### src/rtl/uart_tx_arbiter.sv
// Round-robin arbiter that shares one uart_send transmitter among NUM_REQ byte
// sources, keeping multi-byte messages contiguous by holding the grant.
`timescale 1ns/1ps
module uart_tx_arbiter #(
  parameter int NUM_REQ       = 4,
  parameter int START_TIMEOUT = 4096
) (
  input  logic                 CLK,
  input  logic                 RST,
  input  logic [NUM_REQ-1:0]   REQ_VALID,
  input  logic [8*NUM_REQ-1:0] REQ_DATA,
  input  logic [NUM_REQ-1:0]   REQ_LAST,
  output logic [NUM_REQ-1:0]   REQ_READY,
  output logic [7:0]           TX_DATA,
  output logic                 TX_DATA_READY,
  input  logic                 TX_IDLE,
  output logic [NUM_REQ-1:0]   GRANT,
  output logic                 BUSY,
  output logic                 ERR
);

  localparam int PTR_W = (NUM_REQ > 1) ? $clog2(NUM_REQ) : 1;
  localparam int CNT_W = $clog2(START_TIMEOUT + 1);
  localparam logic [PTR_W-1:0] PTR_LAST = PTR_W'(NUM_REQ - 1);
  localparam logic [CNT_W-1:0] CNT_LAST = CNT_W'(START_TIMEOUT - 1);

  typedef enum logic [1:0] {ARB, WAIT_START, WAIT_DONE, HOLD} state_e;

  state_e             state_q, state_d;
  logic [7:0]         tx_data_q, tx_data_d;
  logic               tx_data_ready_q, tx_data_ready_d;
  logic [NUM_REQ-1:0] grant_q, grant_d;
  logic               busy_q, busy_d;
  logic               err_q, err_d;
  logic               lock_q, lock_d;
  logic [CNT_W-1:0]   cnt_q, cnt_d;
  logic [PTR_W-1:0]   ptr_q, ptr_d;

  logic               win_found;
  logic [PTR_W-1:0]   win_idx;
  logic [PTR_W-1:0]   cand;
  logic [PTR_W-1:0]   sel_idx;
  logic [7:0]         sel_data;
  logic               sel_last;
  logic               accept;

  // Search upward from ptr+1 so the requester that last won is tried last.
  // NOTE: every signal written here gets a default first, so no path infers a latch.
  always_comb begin
    win_found = 1'b0;
    win_idx   = '0;
    cand      = ptr_q;
    for (int k = 0; k < NUM_REQ; k++) begin
      cand = (cand == PTR_LAST) ? '0 : cand + 1'b1;
      if (!win_found && REQ_VALID[cand]) begin
        win_found = 1'b1;
        win_idx   = cand;
      end
    end
  end

  // In HOLD the owner is ptr_q, which still points at the requester that won.
  always_comb begin
    sel_idx   = (state_q == HOLD) ? ptr_q : win_idx;
    REQ_READY = '0;
    if (RST && TX_IDLE) begin
      if (state_q == ARB && win_found) begin
        REQ_READY[win_idx] = 1'b1;
      end else if (state_q == HOLD) begin
        REQ_READY[ptr_q] = REQ_VALID[ptr_q];
      end
    end
    accept   = |(REQ_READY & REQ_VALID);
    sel_data = '0;
    sel_last = 1'b0;
    for (int i = 0; i < NUM_REQ; i++) begin
      if (sel_idx == PTR_W'(i)) begin
        sel_data = REQ_DATA[8*i +: 8];
        sel_last = REQ_LAST[i];
      end
    end
  end

  always_comb begin
    state_d         = state_q;
    tx_data_d       = tx_data_q;
    tx_data_ready_d = 1'b0;
    grant_d         = grant_q;
    err_d           = 1'b0;
    lock_d          = lock_q;
    cnt_d           = cnt_q;
    ptr_d           = ptr_q;
    unique case (state_q)
      ARB, HOLD: begin
        if (accept) begin
          tx_data_d       = sel_data;
          lock_d          = ~sel_last;
          tx_data_ready_d = 1'b1;
          cnt_d           = '0;
          state_d         = WAIT_START;
          if (state_q == ARB) begin
            grant_d = NUM_REQ'(1) << win_idx;
            ptr_d   = win_idx;
          end
        end
      end
      WAIT_START: begin
        if (!TX_IDLE) begin
          state_d = WAIT_DONE;
        end else if (cnt_q == CNT_LAST) begin
          // uart_send never started: drop the byte and free the line.
          err_d   = 1'b1;
          grant_d = '0;
          lock_d  = 1'b0;
          state_d = ARB;
        end else begin
          cnt_d = cnt_q + 1'b1;
        end
      end
      WAIT_DONE: begin
        if (TX_IDLE) begin
          if (lock_q) begin
            state_d = HOLD;
          end else begin
            grant_d = '0;
            state_d = ARB;
          end
        end
      end
      default: state_d = ARB;
    endcase
    busy_d = (state_d != ARB);
  end

  // NOTE: sequential state uses non-blocking assignments only, so every flop
  // samples the pre-edge value of its _d and simulation matches hardware.
  always_ff @(posedge CLK) begin
    if (!RST) begin
      state_q         <= ARB;
      tx_data_q       <= 8'h00;
      tx_data_ready_q <= 1'b0;
      grant_q         <= '0;
      busy_q          <= 1'b0;
      err_q           <= 1'b0;
      lock_q          <= 1'b0;
      cnt_q           <= '0;
      ptr_q           <= PTR_LAST;
    end else begin
      state_q         <= state_d;
      tx_data_q       <= tx_data_d;
      tx_data_ready_q <= tx_data_ready_d;
      grant_q         <= grant_d;
      busy_q          <= busy_d;
      err_q           <= err_d;
      lock_q          <= lock_d;
      cnt_q           <= cnt_d;
      ptr_q           <= ptr_d;
    end
  end

  assign TX_DATA       = tx_data_q;
  assign TX_DATA_READY = tx_data_ready_q;
  assign GRANT         = grant_q;
  assign BUSY          = busy_q;
  assign ERR           = err_q;

endmodule

### config.mk
export PLATFORM = sky130hd
export DESIGN_NAME = uart_tx_arbiter
export DESIGN_NICKNAME = d
export VERILOG_FILES = /design/src/rtl/uart_tx_arbiter.sv
export SDC_FILE = /design/constraint.sdc
export NUM_CORES = 1
export LEC_CHECK = 0
export ABC_AREA = 1
export BUFFER_PORTS_ARGS = -buffer_cell sky130_fd_sc_hd__buf_4
export CAP_MARGIN = 30
export CORE_UTILIZATION = 30
export CTS_CLUSTER_DIAMETER = 150
export DETAILED_ROUTE_END_ITERATION = 6
export GPL_ROUTABILITY_DRIVEN = 0
export HOLD_SLACK_MARGIN = 0.08
export PLACE_DENSITY = 0.58
export SETUP_SLACK_MARGIN = 0.4
export SYNTH_ARGS = -nofsm -noshare
export SYNTH_HDL_FRONTEND = slang
export SYNTH_SLANG_ARGS = --single-unit
### constraint.sdc
create_clock -name CLK -period 5.8 [get_ports CLK]
set_clock_uncertainty 0.15 [all_clocks]
set_input_delay 1.16 -clock CLK [delete_from_list [all_inputs] [get_ports CLK]]
set_output_delay 1.16 -clock CLK [all_outputs]
set_load 0.03 [all_outputs]
Word level (Yosys, flattened, before mapping)
Cells that the tools add are included.

storage, ports and cells
  flip-flop bits (word level) = 33
  bits of input ports = 43
  output and inout bits = 19

cells by class
  add/sub/neg operators = 5
  order comparisons = 8
  equal/unequal tests = 18
  shift operators = 1
  multiplexer cells = 61
  bitwise gates (word level) = 3
  reductions and logical operators = 23

operators by type and width
  kind                   number
  $mux 13                3
  $mux 4                 9
  $mux 8                 4
  $mux 2                 14
  $pmux 13 s2            1
  $mux 1                 20
  $lt 2x3->1 const B     6
  $eq 2x2->1 const B     8
  $ne 2x2->1 const B     7
  $add 13x1->13 const B  1
  $eq 13x12->1 const B   1
  $pmux 4 s3             1
  $bmux 1 s2             5
  $add 2x1->2 const B    4
  $and 4x4->4            2
  $reduce_and 4->1       2
  $logic_and 1x1->1      7
  $pmux 2 s3             1
  $reduce_and 3->1       2
  $reduce_and 6->1       1
  $demux 1 s2            2
  $eq 2x1->1 const B     2
  $ge 2x1->1 const B     2
  $logic_not 2->1        2
  other kinds (8)        12

Depth between registers and ports, before layout
Gate-level depths: netlist of run 1.

  word-level depth = 25
  gate-level depth with buffers = 23
  mapped depth without buffers = 21

Least setup slack after synthesis of run 1
Ideal clock, no wire load.

  kind = input to output
  start = in REQ_VALID[1]
  end = out REQ_READY[0]
  arrival time = 2172 ps
  path slack = 2318 ps
  cell stages on the path = 10
  path buffers = 0
  cell sequence = inv_1 -> o21ai_0 -> nand2_1 -> nand2_1 -> nand2_2 -> nand3_1 -> o21ai_2 -> inv_2 -> nand2_1 -> and2_1

on the way
  cells in the longest elaborated chain, start to end = 18
  elaborated cells on any way between the ends = 34
  classes of those cells = 2 x order compare; 23 x mux; 1 x bitwise; 8 x reduce/logical

ends and longest elaborated chain
  what                                                            line  RTL
  from (decl)                                                     10    input logic [NUM_REQ-1:0] REQ_VALID,
  $bmux 1 s2                                                      55    if (!win_found && REQ_VALID[cand]) begin
  $mux 1 (implied by the code)                                    55
  $mux 1                                                          55
  $logic_not 1->1                                                 55
  $logic_and 1x1->1                                               55
  $mux 1                                                          55
  $logic_not 1->1                                                 55
  $logic_and 1x1->1                                               55
  [2 not listed]                                                  --
  $logic_and 1x1->1                                               55
  $mux 2                                                          55
  $lt 2x3->1 (implied by the code) or $ge 2x1->1 (tied branches)  68    REQ_READY[win_idx] = 1'b1;
  $logic_and 1x1->1 (implied by the code)                         68
  $mux 1 (implied by the code)                                    68
  $demux 1 s2                                                     68
  $mux 4 *                                                        67    if (state_q == ARB && win_found) begin
  $mux 4 *                                                        66    if (RST && TX_IDLE) begin
  to (decl)                                                       13    output logic [NUM_REQ-1:0] REQ_READY,

Mark *: on every way between the ends. The rest lies on a longest branch, timed or not. The select of a mux whose other input is x is not followed.

Worst setup path after layout of run 1
  start = reg ptr_q[0]
  end = out REQ_READY[1]

on the way
  cells in the longest elaborated chain, start to end = 20
  elaborated cells on any way between the ends = 51
  classes of those cells = 4 x add/sub; 4 x order compare; 4 x eq/ne; 29 x mux; 1 x bitwise; 9 x reduce/logical

ends and longest elaborated chain
  what                                                  line  RTL
  from (decl)                                           37    logic [PTR_W-1:0] ptr_q, ptr_d;
  from (signal assigned)                                157   ptr_q <= ptr_d;
  branches (longest 18 deep; another with $add 2x1->2)  --
  $mux 4 *                                              67
  $mux 4 *                                              66

Every way passes the cells marked *. The select of a mux whose other input is x is not followed.

==> flow_summary.toml, run 1 <==
[timing]
setup_viol = 0
finalCriticalPeriod_ns = 4.08
fmax_mhz = 245
maxSlewViolCount = 0
period_share_pct = 70.3
timing.setup.tns_ns = 0
slew_headroom_pct = 49.0
worst_slew_pin_slew_ns = 0.764
hold_violations = 0
rsz0062_at_grt = "false"

[synthesis]
yosys_warnings = 0
synth-seq-cells = 33
synth_area_per_cell_um2 = 5.81
ys_seq_area_share_pct = 24.4
synth_area_mm2 = 0.00271
synth_cells = 466
synth_fp_nets = 518
ys_types = 34

[placement]
io_buffers = 61
dpl.cell_count = 618
hpwl_um = 5480

[run_status]
status = "finished clean"

[critical_path]
crit_fanout = 12
crit_required_ns = 4.49
path_cells = "inv_4, ha_1, inv_1, nand2_1, nand2_1, nand2_1, nand2_2, nand3_1, nor2_1, nor2_1, nand2_1, nand2_1, nand2_1, and2_1, buf_4"
critPathMaxStageDelay_ns = 0.65
startpoint_type = "flop"
cpMaxStageDelayCell = "dfxtp_1"
crit_top_cell = "nand2_1"
critPathArrivalTime_ns = 2.77
end_kind = "output pin"
critical_path_class = "flop to output pin"

[clock_tree]
cts_root_buf = "clkbuf_8"
max-clock-path-buffers = 2
cts_tree = "built"
numClockSinks = 33
cts_resized = 0
htreeDepth = 2
post_cts_buffers = 0
cts_hold_buf = 0
clkLatencyLatePin_ns = 0.28
clk_pin_slew_ns = 0.07
cts_buffers = 5

[drt]
drt_iter0_drc = 103
ant_nets = 0
via_per_inst = 4.85
first_pass_iters = 5
drcViolationCount = 0
wl_um = 7240
dr_total_vias = 3036
routedWlPerCell_um = 11.6

[power_and_ir_drop]
power.density_mw_per_mm2 = 655
leakagePower_uw = 0.00169
fin_total_pwr_uw = 2160
vdd_drop_max_mv = 0.260

[global_routing]
grt_usage_pct = 15.4
grt_max_degree = 27
grt_pass1_wl_um = 12200
overflow = 0
grt_pass1_vias = 2705
antenna_found_initial = 0

[floorplanning]
dieHeight_um = 97.0
initial_utilization_pct = 31.0
ios = 62
core_mm2 = 0.00872
die-area_mm2 = 0.00941
die_w_um = 97.0
fp-row-count = 34

[layout]
layout_common_cells = "nand2_1, nand3_1, buf_4"
syn_to_final_growth_pct = 22.1
nets = 569
fin_cells = 626
drive_gt1_share_pct = 18.5
layout_commonest_cell = "nand2_1"
diodes = 0

[min_path]
hold_class = "flop to flop"

[flow_run]
maxCapViolCount = 0
## power by group
part           internal [uW]  switching [uW]  total (uW)  leakage, uW
clock network            140            83.7         224    0.0000585
registers                309            60.7         369     0.000270
logic                    503            1070        1570      0.00136
## cell usage after synthesis, drive strengths merged
| cell | n | area (um2) |
|---|---|---|
| o21a | 1 | 7.51 |
| clkbuf | 4 | 15.0 |
| nand2 | 156 | 613 |
| nor3b | 1 | 7.51 |
| o211ai | 1 | 7.51 |
| a31oi | 1 | 6.26 |
| nor2 | 55 | 221 |
| nand4 | 19 | 119 |
| inv | 60 | 228 |
| nor3 | 2 | 10.0 |
| nor4 | 2 | 12.5 |
| nor2b | 1 | 6.26 |
| o2111ai | 1 | 8.76 |
| dfxtp | 33 | 661 |
| o21ai | 15 | 78.8 |
| and2 | 4 | 25.0 |
| a211oi | 1 | 7.51 |
| a21oi | 20 | 104 |
| nand3 | 66 | 353 |
| ha | 9 | 113 |
| buf | 14 | 103 |
## sequential cells by signal, indices dropped and copies added (netlist names)
signal,count
TX_DATA,8
BUSY,1
GRANT,4
ERR,1
state_q,2
cnt_q,13
TX_DATA_READY,1
ptr_q,2
lock_q,1
## logic make-up (layout without fill, tap and decap cells)
family                   Yosys count  after routing  synth area share, %
AND/OR/NAND/NOR                  306            306                 50.5
buffers and inverters             78            130                 12.8
AO/OA/AOI/OAI                     40             40                 8.14
flip-flops                        33             33                 24.4
adder cells (fa/ha/maj)            9              9                 4.16
## final timing paths
kind	startpoint	to	slack, ns	cells after the start
worst max-delay path	ptr_q[0]$_SDFFE_PN1P_	REQ_READY[1]	1.72	15
worst min-delay path	TX_DATA[0]$_SDFFE_PN0P_	TX_DATA[0]$_SDFFE_PN0P_	0.33	2
worst min register to register	TX_DATA[0]$_SDFFE_PN0P_	TX_DATA[0]$_SDFFE_PN0P_	0.33	2
worst max register to register	ptr_q[0]$_SDFFE_PN1P_	TX_DATA[4]$_SDFFE_PN0P_	2.11	19
## through the flow
step / area (um2) / setup WS [ns] / utilization [%] / hold WS (ns)
4_1_cts: 3310 / 1.73 / 37.9 / 0.338
3_5_place_dp: 3190 / 2.01 / 36.6 / 0.326
6_report: 3310 / 1.72 / 37.9 / 0.334
3_3_place_gp: 3190 / 2.04 / 36.6 / 0.315
2_1_floorplan: 2710 / 2.32 / - / 0.315
5_1_grt: 3310 / 1.44 / 37.9 / 0.352
## critical path: cells and delay by family (launching register included)
kind	cells	cell delay, ns
buffers and inverters	3	0.44
DFF	1	0.65
adders and majority gates	1	0.41
and+or+nand+nor	11	0.96
## per-layer routing
metal | track usage, % | part of all wire (%) | up-vias
met5 | 0 | 0 | -
met4 | 5.97 | 2.6 | 0
met3 | 2.67 | 3.7 | 15
met2 | 25.0 | 45 | 72
met1 | 20.3 | 48 | 1354
li1 | - | - | 1595
## final cells by class
type	instances	area (um2)
multi-input combinational	355	1700
clock buffer	7	86.3
fill	958	5420
sequential	33	661
tap	108	135
inverter	60	228
timing repair buffer	62	465
clock inverter	1	30.0
Note: power is estimated with default switching activity, not from simulation.
==> inputs of run 2 (changes only) <==
clock period = 4 ns   (was 5.8 ns; I/O delays follow)
==> run 2 against run 1 <==
Effect of this change:
- routed wire length about the same
- register-to-register slack worse by 1.2 ns
- clock power up 48%
- worst setup slack worse by 1.1 ns
- first-iteration DRC count fell by 9.7%
- critical path type unchanged
- critical path depth fell by 1
- sequential cell count unchanged
- largest cell class unchanged
- largest power group unchanged
- sequential share of layout area rose by 0.075 points
==> flow_summary.toml, run 2 (synthesized netlist as in run 1, its figures left out) <==
[run_status]
status = "finished clean"

[timing]
fin_ws_ns = 0.603
setup_viol = 0
hold_violations = 0
rsz0062_at_grt = "false"
period_share_pct = 84.9
worst_slew_pin_slew_ns = 0.748
timing.setup.tns_ns = 0
fmax_mhz = 294
maxSlewViolCount = 0
finalCriticalPeriod_ns = 3.40
slew_headroom_pct = 50.0

[critical_path]
crit_top_cell = "nand2_1"
path_cells = "inv_1, ha_2, inv_2, nand2_1, nand2_1, nand2_1, nand2_2, nand3_1, nand3_1, nand2_2, nand2_1, nand2_1, and2_1, buf_4"
crit_required_ns = 3.05
cp_top_family = "simple AND/OR/NAND/NOR gates"
cpMaxStageDelayCell = "ha_2"
crit_fanout = 7
cp.buffers_inverters = 3
end_kind = "output pin"
startpoint_type = "flop"
critPathMaxStageDelay_ns = 0.41
critical_path_class = "flop to output pin"
critPathArrivalTime_ns = 2.45

[power_and_ir_drop]
power.density_mw_per_mm2 = 944
power.internal_uw = 1390
leakagePower_uw = 0.00168
pwr-share-clk_pct = 10.6
swShare_pct = 55.5
vdd_drop_max_mv = 0.390
combPwrFrac_pct = 72.3
power_frac_seq_pct = 17.2
p_switching_uw = 1740

[clock_tree]
cts_root_buf = "clkbuf_8"
max-clock-path-buffers = 2
clk_pin_slew_ns = 0.07
cts_tree = "built"
cts_hold_buf = 0
numClockSinks = 33
htreeDepth = 2
cts_buffers = 5
clkLatencyLatePin_ns = 0.29

[floorplanning]
initial_utilization_pct = 31.0
core_mm2 = 0.00872
dieHeight_um = 97.0
die_w_um = 97.0
ios = 62
die-area_mm2 = 0.00941
fp-row-count = 34

[min_path]
hold_class = "flop to flop"

[layout]
nets = 569
drive_gt1_share_pct = 19.7
diodes = 0
syn_to_final_growth_pct = 22.6
n_fill_cell = 952
layout_common_cells = "nand2_1, nand3_1, buf_4"
layout_commonest_cell = "nand2_1"
design_area_mm2 = 0.00332
regMostFlops = "cnt_q"
largest_reg_flops = 13
fin_cells = 626

[placement]
dpl_worst_slack_ns = 0.482
dpl.cell_count = 618
post_dp_cell_area_mm2 = 0.00319
io_buffers = 61
hpwl_um = 5560

[drt]
ant_nets = 0
via_per_inst = 4.86
wl_um = 7230
drcViolationCount = 0
routedWlPerCell_um = 11.6
first_pass_iters = 4
drt_iter0_drc = 93
dr_total_vias = 3040

[global_routing]
grt_pass1_wl_um = 12800
grt_usage_pct = 16.0
overflow = 0
grt_max_degree = 27
antenna_found_initial = 0
grt_pass1_vias = 2954

[flow_run]
maxCapViolCount = 0
## run 2: worst paths after layout
check,start,endpoint,slack (ns),cells past startpoint
worst max-delay path,ptr_q[1]$_SDFFE_PN1P_,REQ_READY[2],0.60,14
worst min register to register,TX_DATA[6]$_SDFFE_PN0P_,TX_DATA[6]$_SDFFE_PN0P_,0.34,2
worst max register to register,ptr_q[0]$_SDFFE_PN1P_,TX_DATA[7]$_SDFFE_PN0P_,0.92,17
worst min-delay path,TX_DATA[6]$_SDFFE_PN0P_,TX_DATA[6]$_SDFFE_PN0P_,0.34,2
## run 2: metrics by stage
stage                     hold WS (ns)  util [%]  total power [uW]
after floorplan                  0.315         -              2390
after global placement           0.318      36.6              2770
after detailed placement         0.328      36.6              2790
after CTS                        0.340      37.9              3140
after global routing             0.356      38.0              3530
final                            0.337      38.0              3130
## run 2: final cells by class
class | instances | area [um2] | share of cell area [%]
repair buffers | 62 | 465 | 14.0
well taps | 108 | 135 | 4.07
flip-flops and latches | 33 | 666 | 20.1
multi-input cells | 355 | 1710 | 51.5
inverters | 60 | 228 | 6.86
clock buffers | 7 | 86.3 | 2.60
clock inverters | 1 | 30.0 | 0.905
## run 2: what timing repair did
item,CTS,global route
resized for setup,1,6
pin swaps,0,0
endpoints found under the setup margin,4,13
setup buffers,0,0
## run 2: worst reg2reg max path: stages (launching register included)
cell	delay, ns
dfxtp_4	0.44
inv_4	0.06
ha_2	0.34
inv_2	0.13
nand2_1	0.08
nand2_2	0.10
nand2_1	0.07
nand2_2	0.10
nand3_1	0.10
nand3_1	0.14
nand2_2	0.11
nand2_1	0.07
nand2_1	0.26
nor2_1	0.53
a21oi_1	0.14
nand2_1	0.09
nand2_1	0.06
nor2_1	0.08
## run 2: power by group through the flow
| stage | registers, uW | clock network (uW) | logic [uW] |
|---|---|---|---|
| final | 538 | 331 | 2260 |
| after global routing | 555 | 354 | 2620 |
| after CTS | 535 | 343 | 2260 |
| after detailed placement | 540 | 0 | 2250 |
| after global placement | 539 | 0 | 2230 |
| after floorplan | 577 | 0 | 1820 |
## run 2: routing by layer
metal | track usage, % | routed length (um) | share of wire, % | vias up
met1 | 19.6 | 3260 | 45 | 1346
li1 | - | - | - | 1591
met2 | 27.7 | 3450 | 48 | 89
met3 | 2.96 | 377 | 5.2 | 14
met5 | 0 | 0 | 0 | -
met4 | 5.86 | 148 | 2.0 | 0
